$ cat src/rtl/bcd_7seg_scan_driver.sv
// Multiplexed 7-segment scan driver: latches a packed BCD word, scans one digit per
// refresh slot, optionally blanks leading zeros and flags non-BCD nibbles.
module bcd_7seg_scan_driver #(
   parameter int NUM_DIGITS  = 2,
   parameter int REFRESH_DIV = 4,
   parameter bit BLANK_LEAD  = 1'b1,
   localparam int IDX_W      = (NUM_DIGITS > 1) ? $clog2(NUM_DIGITS) : 1
) (
   input  logic                    clk,
   input  logic                    rst,
   input  logic                    load,
   input  logic [4*NUM_DIGITS-1:0] bcd_in,
   output logic [6:0]              seg,
   output logic [NUM_DIGITS-1:0]   an,
   output logic [IDX_W-1:0]        digit_idx,
   output logic                    err
);

   localparam int               CNT_W    = (REFRESH_DIV > 1) ? $clog2(REFRESH_DIV) : 1;
   localparam logic [CNT_W-1:0] CNT_LAST = CNT_W'(REFRESH_DIV - 1);
   localparam logic [IDX_W-1:0] IDX_LAST = IDX_W'(NUM_DIGITS - 1);

   logic [4*NUM_DIGITS-1:0] shadow;
   logic [CNT_W-1:0]        cnt;
   logic [IDX_W-1:0]        idx;
   logic [3:0]              cur_nib;
   logic [NUM_DIGITS:0]     zero_above;
   logic                    blank;

   function automatic logic [6:0] decode(input logic [3:0] d);
      logic [6:0] s;
      case (d)
         4'd0:    s = 7'h3F;
         4'd1:    s = 7'h06;
         4'd2:    s = 7'h5B;
         4'd3:    s = 7'h4F;
         4'd4:    s = 7'h66;
         4'd5:    s = 7'h6D;
         4'd6:    s = 7'h7D;
         4'd7:    s = 7'h07;
         4'd8:    s = 7'h7F;
         4'd9:    s = 7'h6F;
         default: s = 7'h40;
      endcase
      return s;
   endfunction

   always_ff @(posedge clk or posedge rst) begin
      if (rst) begin
         shadow <= '0;
         cnt    <= '0;
         idx    <= '0;
      end else begin
         if (load)
            shadow <= bcd_in;
         if (cnt == CNT_LAST) begin
            cnt <= '0;
            idx <= (idx == IDX_LAST) ? '0 : idx + IDX_W'(1);
         end else begin
            cnt <= cnt + CNT_W'(1);
         end
      end
   end

   // zero_above[i] is set when nibble i and every higher nibble are zero
   always_comb begin
      zero_above             = '0;
      zero_above[NUM_DIGITS] = 1'b1;
      for (int i = NUM_DIGITS - 1; i >= 0; i--)
         zero_above[i] = zero_above[i+1] && (shadow[4*i +: 4] == 4'd0);
   end

   always_comb begin
      err = 1'b0;
      for (int i = 0; i < NUM_DIGITS; i++)
         err = err | (shadow[4*i +: 4] > 4'd9);
   end

   assign cur_nib   = shadow[4*idx +: 4];
   assign blank     = BLANK_LEAD && (idx != '0) && zero_above[idx];
   assign seg       = blank ? 7'h00 : decode(cur_nib);
   assign an        = NUM_DIGITS'(1) << idx;
   assign digit_idx = idx;

endmodule

$ cat config.mk
export PLATFORM = sky130hd
export DESIGN_NAME = bcd_7seg_scan_driver
export DESIGN_NICKNAME = d
export VERILOG_FILES = /design/src/rtl/bcd_7seg_scan_driver.sv
export SDC_FILE = /design/constraint.sdc
export NUM_CORES = 1
export LEC_CHECK = 0
export ABC_AREA = 1
export CAP_MARGIN = 20
export CORE_MARGIN = 1.5
export CORE_UTILIZATION = 25
export CTS_CLUSTER_SIZE = 12
export DETAILED_ROUTE_END_ITERATION = 6
export GPL_TIMING_DRIVEN = 0
export PLACE_DENSITY = 0.54
export SYNTH_ARGS = -nofsm -noshare
export SYNTH_HDL_FRONTEND = slang
export SYNTH_SLANG_ARGS = --single-unit
$ cat constraint.sdc
create_clock -name clk -period 3 [get_ports clk]
set_input_delay 0.45 -clock clk [delete_from_list [all_inputs] [get_ports clk]]
set_output_delay 0.45 -clock clk [all_outputs]
set_load 0.02 [all_outputs]
[Word-level counts from Yosys, hierarchy flattened]
Memories as Yosys holds them, arrays and structs flattened.
Index checks and enable logic that the tools add are counted.
Word-level totals
  bits in registers: 11
  memory bits (read-only): 112
  input port bits: 11
  output and inout bits: 11
  word-level logic and storage cells: 22
  memories kept: 1
Memories
  (no name shown): depth 16, width 7, read ports 1, clocked after Yosys merged registers in 0, wr ports 0, RTL line 32  | case (d)
Operators by class
  $add $sub $neg: 2
  magnitude comparators: 3
  equal/unequal tests: 1
  shift-type cells: 2
  multiplexer cells: 5
  bitwise gates (word level): 1
  reductions and logical operators: 4
Operators by type and width (number)
  $gt 4x4->1 const B: 2
  $logic_not 4->1: 2
  $shiftx 8x4->4: 1
  $mux 7: 1
  $lt 1x3->1 const B: 1
  $mux 1: 3
  $add 2x1->2 const B: 1
  $eq 2x2->1 const B: 1
  $logic_and 1x1->1: 2
  $mux 2: 1
  $shl 1x1->2 const A: 1
  $add 1x1->1 const B: 1
  $or 1x1->1: 1

[Logic depth before layout (Yosys ltp)]
Gate-level depths: netlist (run 1).
  word-level depth: 6
  mapped depth: 10
  depth with buffers taken out: 10

[Worst setup path before layout (run 1)]
No wires, ideal clock.
  kind: register to output
  start: register idx, in the netlist digit_idx
  end: output port seg[3]
  arrival time: 1.695 ns
  required time: 2.550 ns
  setup slack: 0.855 ns
  stages on the path, launching flop included: 9
  buffers on the path: 1
  cell sequence: dfrtp_1 > buf_6 > o21ai_2 > inv_1 > ha_1 > inv_1 > nor2_1 > nor2_1 > nor2_1
Between the ends
  cells in the longest elaborated chain, start to end: 4
  elaborated cells on any way between the ends: 6
  those cells by class: shift (1); mux (3); reduce/logical (1); memory (1)
RTL lines
  from (decl): RTL line 25  | logic [IDX_W-1:0] idx;
  from (signal assigned): RTL line 58  | idx <= (idx == IDX_LAST) ? '0 : idx + IDX_W'(1);
  branches (longest 3 deep; another with $mem_v2 16x7)
  $mux 7 (*): RTL line 81  | assign seg = blank ? 7'h00 : decode(cur_nib);
  to (decl): RTL line 13  | output logic [6:0] seg,
Mark *: on every way between the ends. The select of a mux whose other input is x is not followed.

[Final worst setup path (run 1)]
Ends and elaborated chain as after synthesis.

==> results of run 1 <==
==> how the worst min path moves through the flow <==
| stage | end | slack, ns | start | cells after the start |
|---|---|---|---|---|
| finish | cnt[0] | 0.44 | cnt[0] | 1 |
| global route | cnt[0] | 0.46 | cnt[0] | 1 |
| CTS | cnt[0] | 0.44 | cnt[0] | 1 |
| detailed placement | cnt[0] | 0.43 | cnt[0] | 1 |
| global placement | cnt[0] | 0.41 | cnt[0] | 1 |
| floorplan | cnt[0] | 0.30 | rst | 1 |
==> per-stage QoR <==
stage	cell area [um^2]	utilization, %	std cells
floorplan	756	-	101
global route	1030	36.8	157
detailed placement	1000	35.8	153
global placement	1000	35.8	153
finish	1030	36.8	157
CTS	1030	36.8	157
==> cells in the mapped netlist <==
| cell | number |
|---|---|
| nand2_1 | 23 |
| inv_1 | 16 |
| nor2_1 | 16 |
| dfrtp_1 | 11 |
| o21ai_0 | 10 |
| ha_1 | 5 |
| nand2_2 | 5 |
| nand2_4 | 3 |
| nand3_1 | 2 |
| o21ai_2 | 2 |
| buf_2 | 1 |
| buf_4 | 1 |
| buf_6 | 1 |
| nand4_1 | 1 |
| nor2_2 | 1 |
| o211ai_1 | 1 |
| o21ai_4 | 1 |
| xor2_1 | 1 |
==> layout by cell type, fill, tap and decap left out, types with 2 or more instances in the layout <==
| cell type | instances |
|---|---|
| clkdlybuf4s50_1 | 21 |
| clkbuf_4 | 3 |
| o21ai_2 | 2 |
| nand2_2 | 5 |
| dfrtp_1 | 11 |
| nand2_4 | 3 |
| nand2_1 | 23 |
| ha_1 | 5 |
| nor2_1 | 16 |
| inv_1 | 16 |
| o21ai_0 | 10 |
| nand3_1 | 2 |
==> worst max-delay path, stage by stage (launching register included) <==
cell and delay, ns:
dfrtp_1 0.43, buf_6 0.17, o21ai_2 0.21, inv_1 0.09, ha_1 0.28, inv_1 0.03, nor2_1 0.12, nor2_1 0.06
nor2_1 0.10, clkdlybuf4s50_1 0.60
==> power by group through the flow <==
stage / registers (uW) / logic (uW) / clock network [uW]
2_1_floorplan: 165 / 86.5 / 0
3_5_place_dp: 166 / 145 / 0
3_3_place_gp: 166 / 144 / 0
4_1_cts: 163 / 145 / 103
6_report: 163 / 143 / 98.7
5_1_grt: 165 / 160 / 109
==> area by class of cell <==
class                      instances  area, um^2  share of cell area, %
inverter                          16        60.1                   5.82
clock buffer                       3        22.5                   2.18
sequential                        11         275                   26.7
timing repair buffer              21         210                   20.4
tap                               31        38.8                   3.76
buffer                             3        23.8                   2.30
clock inverter                     1        5.00                  0.485
multi-input combinational         71         397                   38.4
==> cells by family after synthesis <==
kind of cell | count (synthesis) | synth area share (%)
AOI/OAI and AO/OA | 14 | 12.1
and+or+nand+nor | 51 | 31.0
adders and majority gates | 5 | 8.28
DFF | 11 | 36.4
buffers and inverters | 19 | 11.1
xor gates and xnor gates | 1 | 1.16
==> registers in the layout, indices dropped and copies added, names as in the netlist <==
name / cells
cnt: 2
digit_idx: 1
shadow: 8
==> routing by layer <==
layer	global-route usage, %	routed length, um	share of wire [%]
met1	13.1	713	50
met2	14.6	618	44
met3	1.56	85	6.0
met4	2.99	0	0
met5	0	0	0
==> impl_metrics.py, run 1 <==
metrics = {
    "route": {
        "drt-total-wl_mm": 1.42,
        "avgViaCountPerCell": 4.24,
        "drc": 0,
        "wl_per_cell_um": 9.03,
        "dr_total_vias": 666,
        "ant_nets": 0,
        "dr.pass1.iters": 6,
        "drtIter0Drc": 27,
    },
    "placement": {
        "dp_hpwl_mm": 1.22,
        "portBuffers": 21,
        "place.gp.congestion": 0.744,
        "post-place-ws_ns": 0.477,
    },
    "worst_setup_path": {
        "crit_end": "seg[3]",
        "cp_data_arrival_time_ns": 2.38,
        "rr_worst_depth": 2,
        "r2r_start": "cnt[0]",
        "critPathLaunchType": "flop",
        "crit_path_end_kind": "output port",
        "crit_type": "reg -> out",
        "critPathRequiredTime_ns": 2.55,
        "regToRegEndpoint": "digit_idx",
        "crit_start": "digit_idx",
        "reg2reg_slack_ns": 2.11,
        "path_max_fanout": 10,
    },
    "logic_synthesis": {
        "syn_area_um2": 756,
        "synth_top_cell_area_share_pct": 36.4,
        "synth.largest_area_cell": "dfrtp_1",
        "synth.avg_cell_area_um2": 7.48,
        "synth_seq_cells": 11,
        "synthTopCellsByArea": "dfrtp_1, nand2_1, ha_1",
        "ys_types": 18,
        "yosys_warnings": 0,
        "syn_nets": 117,
        "seq_area_frac_synth_pct": 36.4,
        "syn_inst": 101,
    },
    "clock_tree": {
        "cts.sinks": 11,
        "hold_buffers": 0,
        "clockBufferDepth": 2,
        "cts_tree": "done",
        "htreeDepth": 1,
        "worstSkewPairLatency_ns": 0.26,
        "cts_made_buffers": 3,
        "postCtsSetupRepairBufs": 0,
        "cts_resized": 0,
        "path_clk_slew_ns": 0.07,
        "cts-root-buf": "clkbuf_4",
    },
    "final_layout": {
        "antenna_cells": 0,
        "area_delta_synth_final_pct": 36.6,
        "fillers": 294,
        "layout-drive-gt1-share_pct": 15.1,
        "layout.nets": 143,
    },
    "run": {
        "drv_cap": 0,
    },
    "pwr": {
        "ir_drop_v": 0.000206,
        "seqPwrFrac_pct": 40.3,
        "p_clk_share_pct": 24.3,
        "p_total_uw": 405,
        "p_leak_uw": 0.000517,
        "power.switching_uw": 133,
        "p_per_area_nw_per_um2": 393,
        "combPwrFrac_pct": 35.4,
        "p_int_uw": 272,
        "p_sw_share_pct": 32.8,
    },
    "timing": {
        "maxSlewHeadroom_pct": 72.5,
        "clock_skew_ns": 0.000120,
        "hold_violations": 0,
        "fin_crit_sh_pct": 94.2,
        "final-setup-viol-count": 0,
        "fin_setup_tns_ns": 0,
        "whs_ns": 0.437,
        "slew_viol_final": 0,
        "tightest_slew_ns": 0.413,
        "post-route-min-period_ns": 2.83,
        "rsz0062_at_grt": "false",
        "fin_ws_ns": 0.174,
        "clock.fmax_mhz": 354,
    },
    "grt": {
        "track_usage_pct": 9.31,
        "grt_pass1_wl_mm": 2.47,
        "grt_max_degree": 12,
        "gr-total-overflow": 0,
        "antenna_found_initial": 0,
        "grt_pass1_vias": 583,
    },
    "die": {
        "start_util_pct": 26.9,
        "coreArea_um2": 2810,
        "die-area_um2": 3360,
        "die_w_um": 58.0,
        "die_h_um": 58.0,
        "rows": 19,
        "ios": 22,
    },
    "status": {
        "outcome": "finished, final reports clean",
    },
    "hold_path": {
        "hold_path.class": "reg -> reg",
    },
}
(Power assumes the default switching activity.)
==> inputs of run 2 (changes only) <==
==> constraint.sdc (replaced) <==
create_clock -name clk -period 3 [get_ports clk]
set_input_delay 0.6 -clock clk [delete_from_list [all_inputs] [get_ports clk]]
set_output_delay 0.6 -clock clk [all_outputs]
set_load 0.02 [all_outputs]
==> run 2 against run 1 <==
Worst setup slack better by 0.051 ns. Sequential share of layout area is 0.32 points lower. Via count stayed put. Combinational power hardly changed. Fmax is 1.8% higher. Non-clock buffer count stayed put. Global-route usage stayed put. Sequential power hardly changed. Count of clock-buffer cells in the layout stayed put. Largest cell class unchanged.
==> impl_metrics.py, run 2 (synthesized netlist as in run 1, its figures left out) <==
metrics = {
    "status": {
        "outcome": "finished, final reports clean",
    },
    "timing": {
        "post-route-min-period_ns": 2.78,
        "final-setup-viol-count": 0,
        "whs_ns": 0.437,
        "slew_viol_final": 0,
        "rsz0062_at_grt": "false",
        "fin_crit_sh_pct": 92.5,
        "maxSlewHeadroom_pct": 72.5,
        "hold_violations": 0,
        "clock.fmax_mhz": 360,
        "fin_setup_tns_ns": 0,
        "clock_skew_ns": 0.000120,
        "tightest_slew_ns": 0.413,
    },
    "worst_setup_path": {
        "crit_type": "reg -> out",
        "rr_worst_depth": 2,
        "max_stage_delay_ns": 0.60,
        "crit_chain": "buf_6 > o21ai_2 > inv_1 > ha_1 > nand2_1 > nor2_1 > nor2_1 > clkdlybuf4s50_1",
        "slowest_stage": "clkdlybuf4s50_1",
        "critPathRequiredTime_ns": 2.40,
        "critPathLaunchType": "flop",
        "path_max_fanout": 10,
        "cp_data_arrival_time_ns": 2.18,
        "crit_path_end_kind": "output port",
        "reg2reg_slack_ns": 2.11,
        "crit_path_frequent_cell": "nor2_1",
        "cp.depth": 8,
        "critical_path_buf_inv_count": 3,
        "crit_family": "buffers and inverters",
    },
    "grt": {
        "track_usage_pct": 9.31,
        "grt_max_degree": 12,
        "antenna_found_initial": 0,
        "grt_pass1_vias": 583,
        "grt_pass1_wl_mm": 2.47,
        "gr-total-overflow": 0,
    },
    "die": {
        "die-area_um2": 3360,
        "coreArea_um2": 2810,
        "ios": 22,
        "die_w_um": 58.0,
        "die_h_um": 58.0,
        "rows": 19,
        "start_util_pct": 26.9,
    },
    "pwr": {
        "p_per_area_nw_per_um2": 385,
        "p_leak_uw": 0.000560,
        "ir_drop_v": 0.000206,
    },
    "hold_path": {
        "hold_path.class": "reg -> reg",
        "hold-path-cell-count": 1,
    },
    "final_layout": {
        "area_delta_synth_final_pct": 38.2,
        "layout_commonest_cell": "nand2_1",
        "most-common-layout-cells": "nand2_1, inv_1, nor2_1, clkdlybuf4s50_1, dfrtp_1",
        "largest-register": "shadow",
        "layout-drive-gt1-share_pct": 15.1,
        "largest_reg_flops": 8,
        "layout.nets": 143,
        "antenna_cells": 0,
    },
    "clock_tree": {
        "cts_made_buffers": 3,
        "clockBufferDepth": 2,
        "cts.sinks": 11,
        "postCtsSetupRepairBufs": 0,
        "path_clk_slew_ns": 0.07,
        "hold_buffers": 0,
        "htreeDepth": 1,
        "cts_tree": "done",
        "worstSkewPairLatency_ns": 0.26,
        "cts-root-buf": "clkbuf_4",
    },
    "route": {
        "wl_per_cell_um": 9.10,
        "dr_total_vias": 666,
        "ant_nets": 0,
        "avgViaCountPerCell": 4.24,
        "dr.pass1.iters": 6,
        "drt-total-wl_mm": 1.43,
        "wl_met3_um": 91,
        "routed.top_layer": "met3",
        "drc": 0,
        "wl_met1_um": 716,
        "drtIter0Drc": 27,
        "dr_wl_met2_um": 621,
    },
    "placement": {
        "dp_hpwl_mm": 1.22,
        "portBuffers": 21,
        "place.gp.congestion": 0.744,
    },
    "run": {
        "drv_cap": 0,
    },
}
## run 2: layout make-up
cell class,count,area [um^2]
tap,31,38.8
multi-input combinational,71,397
clock inverter,1,5.00
inverter,16,60.1
sequential,11,275
clock buffer,3,22.5
buffer,3,23.8
fill,291,1760
timing repair buffer,21,223
## run 2: timing repair
item                                   4_1_cts  5_1_grt
setup endpoints to repair                    0        5
endpoints found under the hold margin        0        0
resized for setup                            0        5
## run 2: worst paths after layout
kind,startpoint,to
setup / recovery,digit_idx,seg[2]
hold / removal,cnt[0],cnt[0]
setup reg to reg,cnt[0],digit_idx
hold reg to reg,cnt[0],cnt[0]
max in group asynchronous,rst,shadow[3]
min in group asynchronous,rst,cnt[0]
## run 2: per-stage QoR
stage | instances | setup slack, ns | util [%] | power (uW) | cell area [um^2]
5_1_grt | 157 | 0.0495 | 37.2 | 431 | 1040
2_1_floorplan | 101 | 0.705 | - | 252 | 756
3_5_place_dp | 153 | 0.327 | 35.8 | 311 | 1000
3_3_place_gp | 153 | 0.307 | 35.8 | 311 | 1000
4_1_cts | 157 | 0.00613 | 36.8 | 411 | 1030
6_report | 157 | 0.225 | 37.2 | 403 | 1040
## run 2: worst register-to-register path, cell delays in order (launching register included)
cell     delay [ns]
dfrtp_1        0.39
ha_1           0.23
xor2_1         0.16
## run 2: routing by layer
metal  up-vias  GRT usage, %
met5         -             0
met4         0          2.99
met3         0          1.56
met2        20          14.6
met1       289          13.1
li1        357             -
## run 2: where the power goes
part | internal [uW] | switching (uW)
sequential | 158 | 5.52
clock | 49.3 | 49.4
combinational | 62.7 | 77.9
